## config.mk

```make
export PLATFORM = sky130hd
export DESIGN_NAME = inst_fetch_queue
export DESIGN_NICKNAME = d
export VERILOG_FILES = /design/src/rtl/fetch_pkg.sv /design/src/rtl/fetch_fifo.sv /design/src/rtl/inst_fetch_queue.sv
export SDC_FILE = /design/constraint.sdc
export NUM_CORES = 1
export LEC_CHECK = 0
export CAP_MARGIN = 25
export CORE_UTILIZATION = 43
export DETAILED_ROUTE_END_ITERATION = 8
export GPL_TIMING_DRIVEN = 0
export HOLD_SLACK_MARGIN = 0.1
export PLACE_DENSITY = 0.66
export REMOVE_ABC_BUFFERS = 1
export SYNTH_ARGS = -nofsm -noshare
export SYNTH_HDL_FRONTEND = slang
export SYNTH_SLANG_ARGS = --single-unit
```

## constraint.sdc

```tcl
create_clock -name CLK -period 2.55 [get_ports CLK]
set_input_delay 0.51 -clock CLK [delete_from_list [all_inputs] [get_ports CLK]]
set_output_delay 0.51 -clock CLK [all_outputs]
set_load 0.02 [all_outputs]
```

## src/rtl/fetch_pkg.sv

```systemverilog
// Shared types and helpers for the instruction fetch queue.
// Latency: n/a (definitions only).
// Backpressure: n/a (definitions only).
package fetch_pkg;

    localparam int XLEN = 32;

    // One buffered fetch: the returned instruction and the PC it was read from.
    typedef struct packed {
        logic [XLEN-1:0] instr;
        logic [XLEN-1:0] pc;
    } fetch_entry_t;

    // Width of an occupancy counter able to represent 0..depth inclusive.
    function automatic int cnt_w(input int depth);
        return $clog2(depth) + 1;
    endfunction

endpackage

```

## src/rtl/fetch_fifo.sv

```systemverilog
// Circular buffer of fetch entries with push, pop, clear and occupancy count.
// Latency: a push is visible at the head the cycle after it is written.
// Backpressure: none internally; the caller must not push when full or pop when empty.
//
// Ports:
//   clk, reset      clock and synchronous active-high reset (clears storage too)
//   clear           drops all entries; wins over a same-cycle push
//   push, push_dat  write one entry at the tail
//   pop             advance the head
//   head_dat        head entry, or the last shown head value while empty
//   count           number of occupied entries
module fetch_fifo
    import fetch_pkg::*;
#(
    parameter int DEPTH = 4,
    parameter int W     = 2 * XLEN
) (
    input  logic                       clk,
    input  logic                       reset,
    input  logic                       clear,
    input  logic                       push,
    input  logic [W-1:0]               push_dat,
    input  logic                       pop,
    output logic [W-1:0]               head_dat,
    output logic [cnt_w(DEPTH)-1:0]    count
);

    localparam int AW = $clog2(DEPTH);
    localparam int CW = cnt_w(DEPTH);

    logic [W-1:0]  mem_q [DEPTH];
    logic [W-1:0]  mem_d [DEPTH];
    logic [AW-1:0] wr_ptr_q, wr_ptr_d;
    logic [AW-1:0] rd_ptr_q, rd_ptr_d;
    logic [CW-1:0] count_q, count_d;
    logic [W-1:0]  hold_q, hold_d;

    // When empty, keep presenting whatever the head showed last so the
    // downstream data lines do not flicker with stale slot contents.
    assign head_dat = (count_q != '0) ? mem_q[rd_ptr_q] : hold_q;
    assign count    = count_q;

    always_comb begin
        mem_d    = mem_q;
        wr_ptr_d = wr_ptr_q;
        rd_ptr_d = rd_ptr_q;
        count_d  = count_q;
        hold_d   = head_dat;
        if (clear) begin
            wr_ptr_d = '0;
            rd_ptr_d = '0;
            count_d  = '0;
        end else begin
            if (push) begin
                mem_d[wr_ptr_q] = push_dat;
                wr_ptr_d        = wr_ptr_q + AW'(1);
            end
            if (pop) begin
                rd_ptr_d = rd_ptr_q + AW'(1);
            end
            count_d = count_q + CW'(push) - CW'(pop);
        end
    end

    always_ff @(posedge clk) begin
        if (reset) begin
            for (int i = 0; i < DEPTH; i++) begin
                mem_q[i] <= '0;
            end
            wr_ptr_q <= '0;
            rd_ptr_q <= '0;
            count_q  <= '0;
            hold_q   <= '0;
        end else begin
            mem_q    <= mem_d;
            wr_ptr_q <= wr_ptr_d;
            rd_ptr_q <= rd_ptr_d;
            count_q  <= count_d;
            hold_q   <= hold_d;
        end
    end

endmodule

```

## src/rtl/inst_fetch_queue.sv

```systemverilog
// Fetch stage: issues PC reads to a 1-cycle synchronous imem and queues {instr, pc} for decode.
// Latency: issue in N, entry written end of N+1, out_valid in N+2 (2 cycles fetch-to-decode).
// Backpressure: issue only while queued + in-flight < DEPTH; out_valid/out_ready handshake to decode.
//
// Ports:
//   CLK, reset              clock, synchronous active-high reset
//   pc / pc_enable          PC from upstream; enable advances it (issue) or loads redirect (flush)
//   imem_req/addr/rdata     synchronous instruction memory, data valid the cycle after req
//   flush                   redirect: drop queued entries and the in-flight response
//   out_valid/ready/instr/pc  decode handshake and head entry
//   count                   occupied entries
// Optional (macro FETCHQ_STATS_EN): stall_cycles, flush_drops saturating 32-bit counters.
module inst_fetch_queue
    import fetch_pkg::*;
#(
    parameter int DEPTH = 4
) (
    input  logic                     CLK,
    input  logic                     reset,
    input  logic [XLEN-1:0]          pc,
    output logic                     pc_enable,
    output logic                     imem_req,
    output logic [XLEN-1:0]          imem_addr,
    input  logic [XLEN-1:0]          imem_rdata,
    input  logic                     flush,
    output logic                     out_valid,
    input  logic                     out_ready,
    output logic [XLEN-1:0]          out_instr,
    output logic [XLEN-1:0]          out_pc,
    output logic [cnt_w(DEPTH)-1:0]  count
`ifdef FETCHQ_STATS_EN
    ,
    output logic [31:0]              stall_cycles,
    output logic [31:0]              flush_drops
`endif
);

    localparam int          CW      = cnt_w(DEPTH);
    localparam logic [CW:0] DEPTH_C = (CW + 1)'(DEPTH);

    logic              inflight_q, inflight_d;
    logic [XLEN-1:0]   req_pc_q, req_pc_d;
    logic [CW-1:0]     fifo_count;
    logic [CW:0]       credits_used;
    logic              issue;
    logic              push;
    logic              pop;
    logic              head_vld;
    fetch_entry_t      push_ent;
    fetch_entry_t      head_ent;

    always_comb begin
        // Every slot is either occupied or reserved by the response in flight,
        // so limiting their sum to DEPTH makes overflow impossible.
        credits_used = {1'b0, fifo_count} + (CW + 1)'(inflight_q);
        issue        = !reset && !flush && (credits_used < DEPTH_C);
        // A flush kills the response returning this cycle.
        push         = inflight_q && !reset && !flush;
        head_vld     = (fifo_count != '0) && !reset && !flush;
        pop          = head_vld && out_ready;
        // The in-flight flag lives exactly one cycle; issue is already 0 on flush/reset.
        inflight_d   = issue;
        req_pc_d     = issue ? pc : req_pc_q;
        push_ent     = '{instr: imem_rdata, pc: req_pc_q};
    end

    always_ff @(posedge CLK) begin
        if (reset) begin
            inflight_q <= 1'b0;
            req_pc_q   <= '0;
        end else begin
            inflight_q <= inflight_d;
            req_pc_q   <= req_pc_d;
        end
    end

    fetch_fifo #(
        .DEPTH (DEPTH),
        .W     ($bits(fetch_entry_t))
    ) u_fifo (
        .clk      (CLK),
        .reset    (reset),
        .clear    (flush),
        .push     (push),
        .push_dat (push_ent),
        .pop      (pop),
        .head_dat (head_ent),
        .count    (fifo_count)
    );

    assign imem_req  = issue;
    assign pc_enable = issue | flush;
    assign imem_addr = pc;
    assign out_valid = head_vld;
    // Outputs read 0 while reset is held, regardless of stored state.
    assign out_instr = reset ? '0 : head_ent.instr;
    assign out_pc    = reset ? '0 : head_ent.pc;
    assign count     = reset ? '0 : fifo_count;

`ifdef FETCHQ_STATS_EN
    logic [31:0] stall_q, stall_d;
    logic [31:0] drops_q, drops_d;
    logic [32:0] drops_sum;

    always_comb begin
        stall_d   = stall_q;
        drops_d   = drops_q;
        // Entries lost on a flush are the queued ones plus the in-flight response.
        drops_sum = {1'b0, drops_q} + 33'(credits_used);
        if (flush) begin
            drops_d = drops_sum[32] ? '1 : drops_sum[31:0];
        end else if (!issue && (stall_q != '1)) begin
            stall_d = stall_q + 32'd1;
        end
    end

    always_ff @(posedge CLK) begin
        if (reset) begin
            stall_q <= '0;
            drops_q <= '0;
        end else begin
            stall_q <= stall_d;
            drops_q <= drops_d;
        end
    end

    assign stall_cycles = reset ? '0 : stall_q;
    assign flush_drops  = reset ? '0 : drops_q;
`endif

endmodule

```

# Word level (Yosys, flattened, before mapping)
# Cells that the tools add are included.
[word_totals]
ff_bits = 360
[op_classes]
n_addsub = 5
order_cmp = 4
mux = 10
bitwise_logic = 4
n_reduce_logical = 13
[op_table]
columns = ["operator", "count"]
rows = [
  ["bitwise mux 256 bit", 1],
  ["2-to-1 mux 64 bit", 4],
  ["binary-select mux 64 bit (select 2 bit)", 1],
  ["demux 64 bit (select 2 bit)", 1],
  ["2-to-1 mux 32 bit", 2],
  ["logical AND 1 bit", 8],
  ["greater-or-equal comparator 3 bit (second input constant)", 2],
  ["NOT 2 -> 3 bit", 2],
  ["adder 2 x 1 -> 2 bit (second input constant)", 2],
  ["adder 3 x 1 -> 4 bit", 1],
  ["less-than comparator 4 x 3 -> 1 bit (second input constant)", 1],
  ["adder 3 x 1 -> 3 bit", 1],
  ["less-than comparator 3 x 1 -> 1 bit (second input constant)", 1],
  ["2-to-1 mux 3 bit", 1],
  ["nonzero test 3 bit", 1],
  ["subtractor 3 x 1 -> 3 bit", 1],
  ["logical NOT 1 bit", 2],
  ["AND reduction 2 bit", 1],
  ["OR reduction 2 bit", 1],
  ["NOT 1 bit", 1],
  ["OR 1 bit", 1],
]

# Depth between registers and ports, before layout
[logic_depth]
word_depth = 6
depth_mapped = 13

# By module
# Synthesis repeated with hierarchy kept, for this count alone.
[unflattened]
hier_cells = 1697
hier_area_um2 = 15177.1
[modules_own_cells]
columns = ["module", "n_inst", "cells_per_inst", "area_per_inst_um2", "seq_area_each_um2"]
rows = [
  ["fetch_fifo", 1, 1439, 13091.3, 6546.3],
  ["inst_fetch_queue", 1, 258, 2085.8, 660.6],
]

# Worst setup path after synthesis
# OpenSTA, ideal clock, no wires.
[synth_timing]
path_kind = "input to register"
start = "input reset"
end = "register u_fifo.count_q[2] (netlist: u_fifo.count[2])"
arrival_ns = 2.557
required_time_ns = 2.422
path_slack_ns = -0.135
path_stages = 13
n_path_buf = 4
cell_sequence = "buf_2 > buf_2 > clkbuf_1 > or2_2 > clkbuf_1 > nor2_1 > ha_1 > inv_1 > ha_1 > inv_1 > fa_1 > xnor2_1 > nor2_1"
[synth_between]
elab_chain_len = 5
elab_cells_between_ends = 9
classes_between = "add/sub (2); reduce/logical (7)"
[synth_rtl]
columns = ["element", "line_no", "text"]
rows = [
  ["start, declared", "inst_fetch_queue.sv:19", "input logic reset,"],
  ["logical NOT 1 bit", "inst_fetch_queue.sv:59", "head_vld = (fifo_count != '0) && !reset && !flush;"],
  ["logical AND 1 bit (2 in series)", "inst_fetch_queue.sv:59", ""],
  ["logical AND 1 bit", "inst_fetch_queue.sv:60", "pop = head_vld && out_ready;"],
  ["net pop", "inst_fetch_queue.sv:47", "logic pop;"],
  ["subtractor 3 x 1 -> 3 bit", "fetch_fifo.sv:61", "count_d = count_q + CW'(push) - CW'(pop);"],
  ["end signal, assigned", "fetch_fifo.sv:78", "count_q <= count_d;"],
  ["end, declared", "fetch_fifo.sv:35", "logic [CW-1:0] count_q, count_d;"],
]
# The timed path passes the listed nets, and every way through them passes these cells.
# A chain may end at the register's enable or synchronous reset.

# Worst setup path in the final report
[layout_timing]
start = "register u_fifo.rd_ptr_q[0]"
end = "output out_instr[1]"
[layout_between]
elab_chain_len = 6
[layout_rtl]
columns = ["element", "line_no", "text"]
rows = [
  ["start, declared", "fetch_fifo.sv:34", "logic [AW-1:0] rd_ptr_q, rd_ptr_d;"],
  ["start signal, assigned", "fetch_fifo.sv:77", "rd_ptr_q <= rd_ptr_d;"],
  ["NOT 2 -> 3 bit (not written as such)", "fetch_fifo.sv:40", "assign head_dat = (count_q != '0) ? mem_q[rd_ptr_q] : hold_q;"],
  ["binary-select mux 64 bit (select 2 bit)", "fetch_fifo.sv:40", ""],
  ["2-to-1 mux 64 bit (not written as such) (2 in series)", "fetch_fifo.sv:40", ""],
  ["2-to-1 mux 64 bit", "fetch_fifo.sv:40", ""],
  ["2-to-1 mux 32 bit", "inst_fetch_queue.sv:96", "assign out_instr = reset ? '0 : head_ent.instr;"],
  ["end, declared", "inst_fetch_queue.sv:28", "output logic [XLEN-1:0] out_instr,"],
]
# No other way between the ends. The select of a mux whose other input is x is not followed.

==> reports/results.ini <==
[global_route]
gr-total-overflow=0
gr-usage-all-layers=0.261
grt_pass1_wl_um=79800
antenna_found_initial=0
grt_start_max_net_pins=157
grt_pass1_vias=14370

[timing]
finalSetupTns_ns=-8.33
slew_headroom=0.352
fin_skew_ns=0.00750
finalSetupViolations=64
post-route-min-period_ns=2.75
grt_setup_unrepaired=true
final-hold-violation-count=0
worst_slew_pin_slew_ns=0.971
finalWorstSetupSlack_ns=-0.197
timing.final.crit_share=1.08
clock.fmax_mhz=364
slew_viol_final=0

[worst_setup_path]
cp.arrival_ns=2.24
crit_chain=buf_8 -> buf_12 -> buf_12 -> mux4_2 -> a22o_4 -> buf_6
crit_type=reg2out
crit_start=u_fifo.rd_ptr_q[0]$_SDFFE_PN0P_
endpoint_kind=output pin
cp_slowest_cell=mux4_2
path_max_fanout=7
timing.rr.start=u_fifo.wr_ptr_q[0]$_SDFFE_PN0N_
startpoint_type=flop
cpPeakStageDelay_ns=0.52
cp_common_cell=buf_12
crit_required_ns=2.04

[detailed_routing]
firstDrtPassIters=5
vias_per_cell=5.77
drc=0
drtAntennaViolNets=0
num_vias=14769
drtIter0Drc=1159
post_drt_wl_per_cell_um=20.4
wirelength_um=52200

[cts]
clockBufferDepth=3
htreeDepth=2
root_buffer=clkbuf_16
cts_buffers=41
insertion_delay_ns=0.53
hold_buffers=0
cts_tree=built
cts.clk_slew.worst_paths_ns=0.06
cts_sinks=360

[floorplan]
dieWidth_um=198
dieArea_um2=39100
fp-row-count=71
initial_core_util=0.437
die_y_um=198
core_area_um2=37700
ios=170

[layout]
final_common_cell=nand2_1
fin_util=0.568
multiInputGateArea_um2=8450
nets=2093
final_cell_mix=nand2_1 (544), dfxtp_1 (354), a21oi_1 (256)
layout-drive-gt1-share=0.178
seq_area_um2=7230
syn2layout_area_growth_pct=30.0
n_antenna_cell=0
nFillCells=3289

[synth]
syn_avg_cell_area_um2=8.77
ys_warn_count=0
ys_seq_area_frac=0.438
synth_ff_type=dfxtp_1
syn_inst=1879
ys_ff_latch=360
synth_cell_types=34
synth_edf_count=0
synthArstFlopShare=0
netlist_area_um2=16500

[place]
place_congestion=0.709
port_buffers=169
dp_hpwl_um=27400

[status]
outcome=finished with violations
violations=setup timing

[flow_run]
maxCapViolCount=0

[power_and_ir_drop]
leakage_nw=7.86
worst_ir_drop_vdd_mv=0.361
p_per_area_nw_per_um2=588

[worst_hold_path]
hp-class=in2reg
min-delay-start=reset

==> per-layer routing <==
layer | vias up | share of wire | GRT usage | wire length [µm]
met5 | - | 0 | 0 | 0
met4 | 0 | 0.030 | 0.102 | 1590
met3 | 117 | 0.073 | 0.0416 | 3820
met2 | 574 | 0.48 | 0.438 | 25000
met1 | 7208 | 0.42 | 0.336 | 21800
li1 | 6870 | - | - | -
==> Yosys cell counts (all sizes together) (3+ instances only) <==
cell | n | area (µm²)
nand2 | 544 | 2040
ha | 7 | 87.6
dfxtp | 360 | 7210
mux2i | 33 | 330
nor4bb | 4 | 40.0
mux4 | 64 | 1440
xnor2 | 3 | 26.3
nand3 | 33 | 165
a22o | 128 | 1120
nand4bb | 4 | 45.0
clkbuf | 88 | 334
a21oi | 256 | 1280
nand4 | 32 | 200
or4 | 32 | 240
and3b | 32 | 280
buf | 129 | 712
nand3b | 32 | 240
inv | 7 | 26.3
nor2 | 14 | 52.6
nor3b | 64 | 480
==> state kept, by name, indices dropped and copies added, names as in the netlist <==
name             count
u_fifo.count         3
req_pc_q            32
u_fifo.wr_ptr_q      2
u_fifo.hold_q       64
inflight_q           1
u_fifo.rd_ptr_q      2
u_fifo.mem_q       256
==> report_power, final <==
| part | total (W) | switching [W] | leakage, nW | internal (W) |
|---|---|---|---|---|
| Combinational | 0.000816 | 0.000423 | 4.26 | 0.000393 |
| Sequential | 0.00573 | 0.0000630 | 2.91 | 0.00566 |
| Clock | 0.00605 | 0.00234 | 0.688 | 0.00371 |
==> final cells by class <==
class,count,share of cell area
Sequential cell,360,0.338
Clock buffer,60,0.0570
Inverter,7,0.00123
Timing Repair Buffer,309,0.172
Multi-Input combinational cell,1298,0.395
Tap cell,511,0.0299
Clock inverter,13,0.00783
==> cell families after synthesis <==
logic type | after synthesis | synth area share
buf+inv | 224 | 0.0651
flops | 360 | 0.438
fa+ha+maj | 8 | 0.00653
mux | 97 | 0.108
compound gates | 389 | 0.149
simple gates | 796 | 0.232
xor+xnor | 5 | 0.00266
==> path summary, 6_finish.rpt <==
| kind | end | slack [ns] | cells past startpoint |
|---|---|---|---|
| worst max-delay path | out_instr[1] | -0.20 | 6 |
| worst min-delay path | u_fifo.mem_q[177]$_SDFFE_PP0P_ | 0.43 | 2 |
| worst max register to register | u_fifo.mem_q[165]$_SDFFE_PP0P_ | 0.16 | 6 |
| worst min register to register | u_fifo.mem_q[98]$_SDFFE_PP0P_ | 0.45 | 2 |
==> critical path, delay by kind of cell (launching register included) <==
kind / cells / cell delay, ns
AO/OA/AOI/OAI: 1 / 0.24
flip-flops: 1 / 0.42
multiplexers: 1 / 0.52
buffers and inverters: 4 / 0.52
==> through the flow <==
| stage | area [µm²] | total power (W) | hold slack, ns | setup slack, ns | instances |
|---|---|---|---|---|---|
| floorplan | 15400 | 0.00603 | 0.427 | -9.78 | 1662 |
| finish | 21400 | 0.0126 | 0.433 | -0.197 | 2558 |
| CTS | 21000 | 0.0126 | 0.410 | -0.198 | 2529 |
| global route | 21400 | 0.0130 | 0.440 | -0.237 | 2558 |
| detailed placement | 18700 | 0.00651 | 0.444 | -1.53 | 2394 |
| global placement | 17800 | 0.00648 | 0.438 | -44.74 | 2342 |
==> what timing repair did <==
action / in CTS / in global routing
pin swaps: 14 / 17
endpoints found under the setup margin: 184 / 90
resized for setup: 351 / 42
buffers inserted: 44 / 27
cloned: 18 / 4
Note: power is estimated with default switching activity, not from simulation.
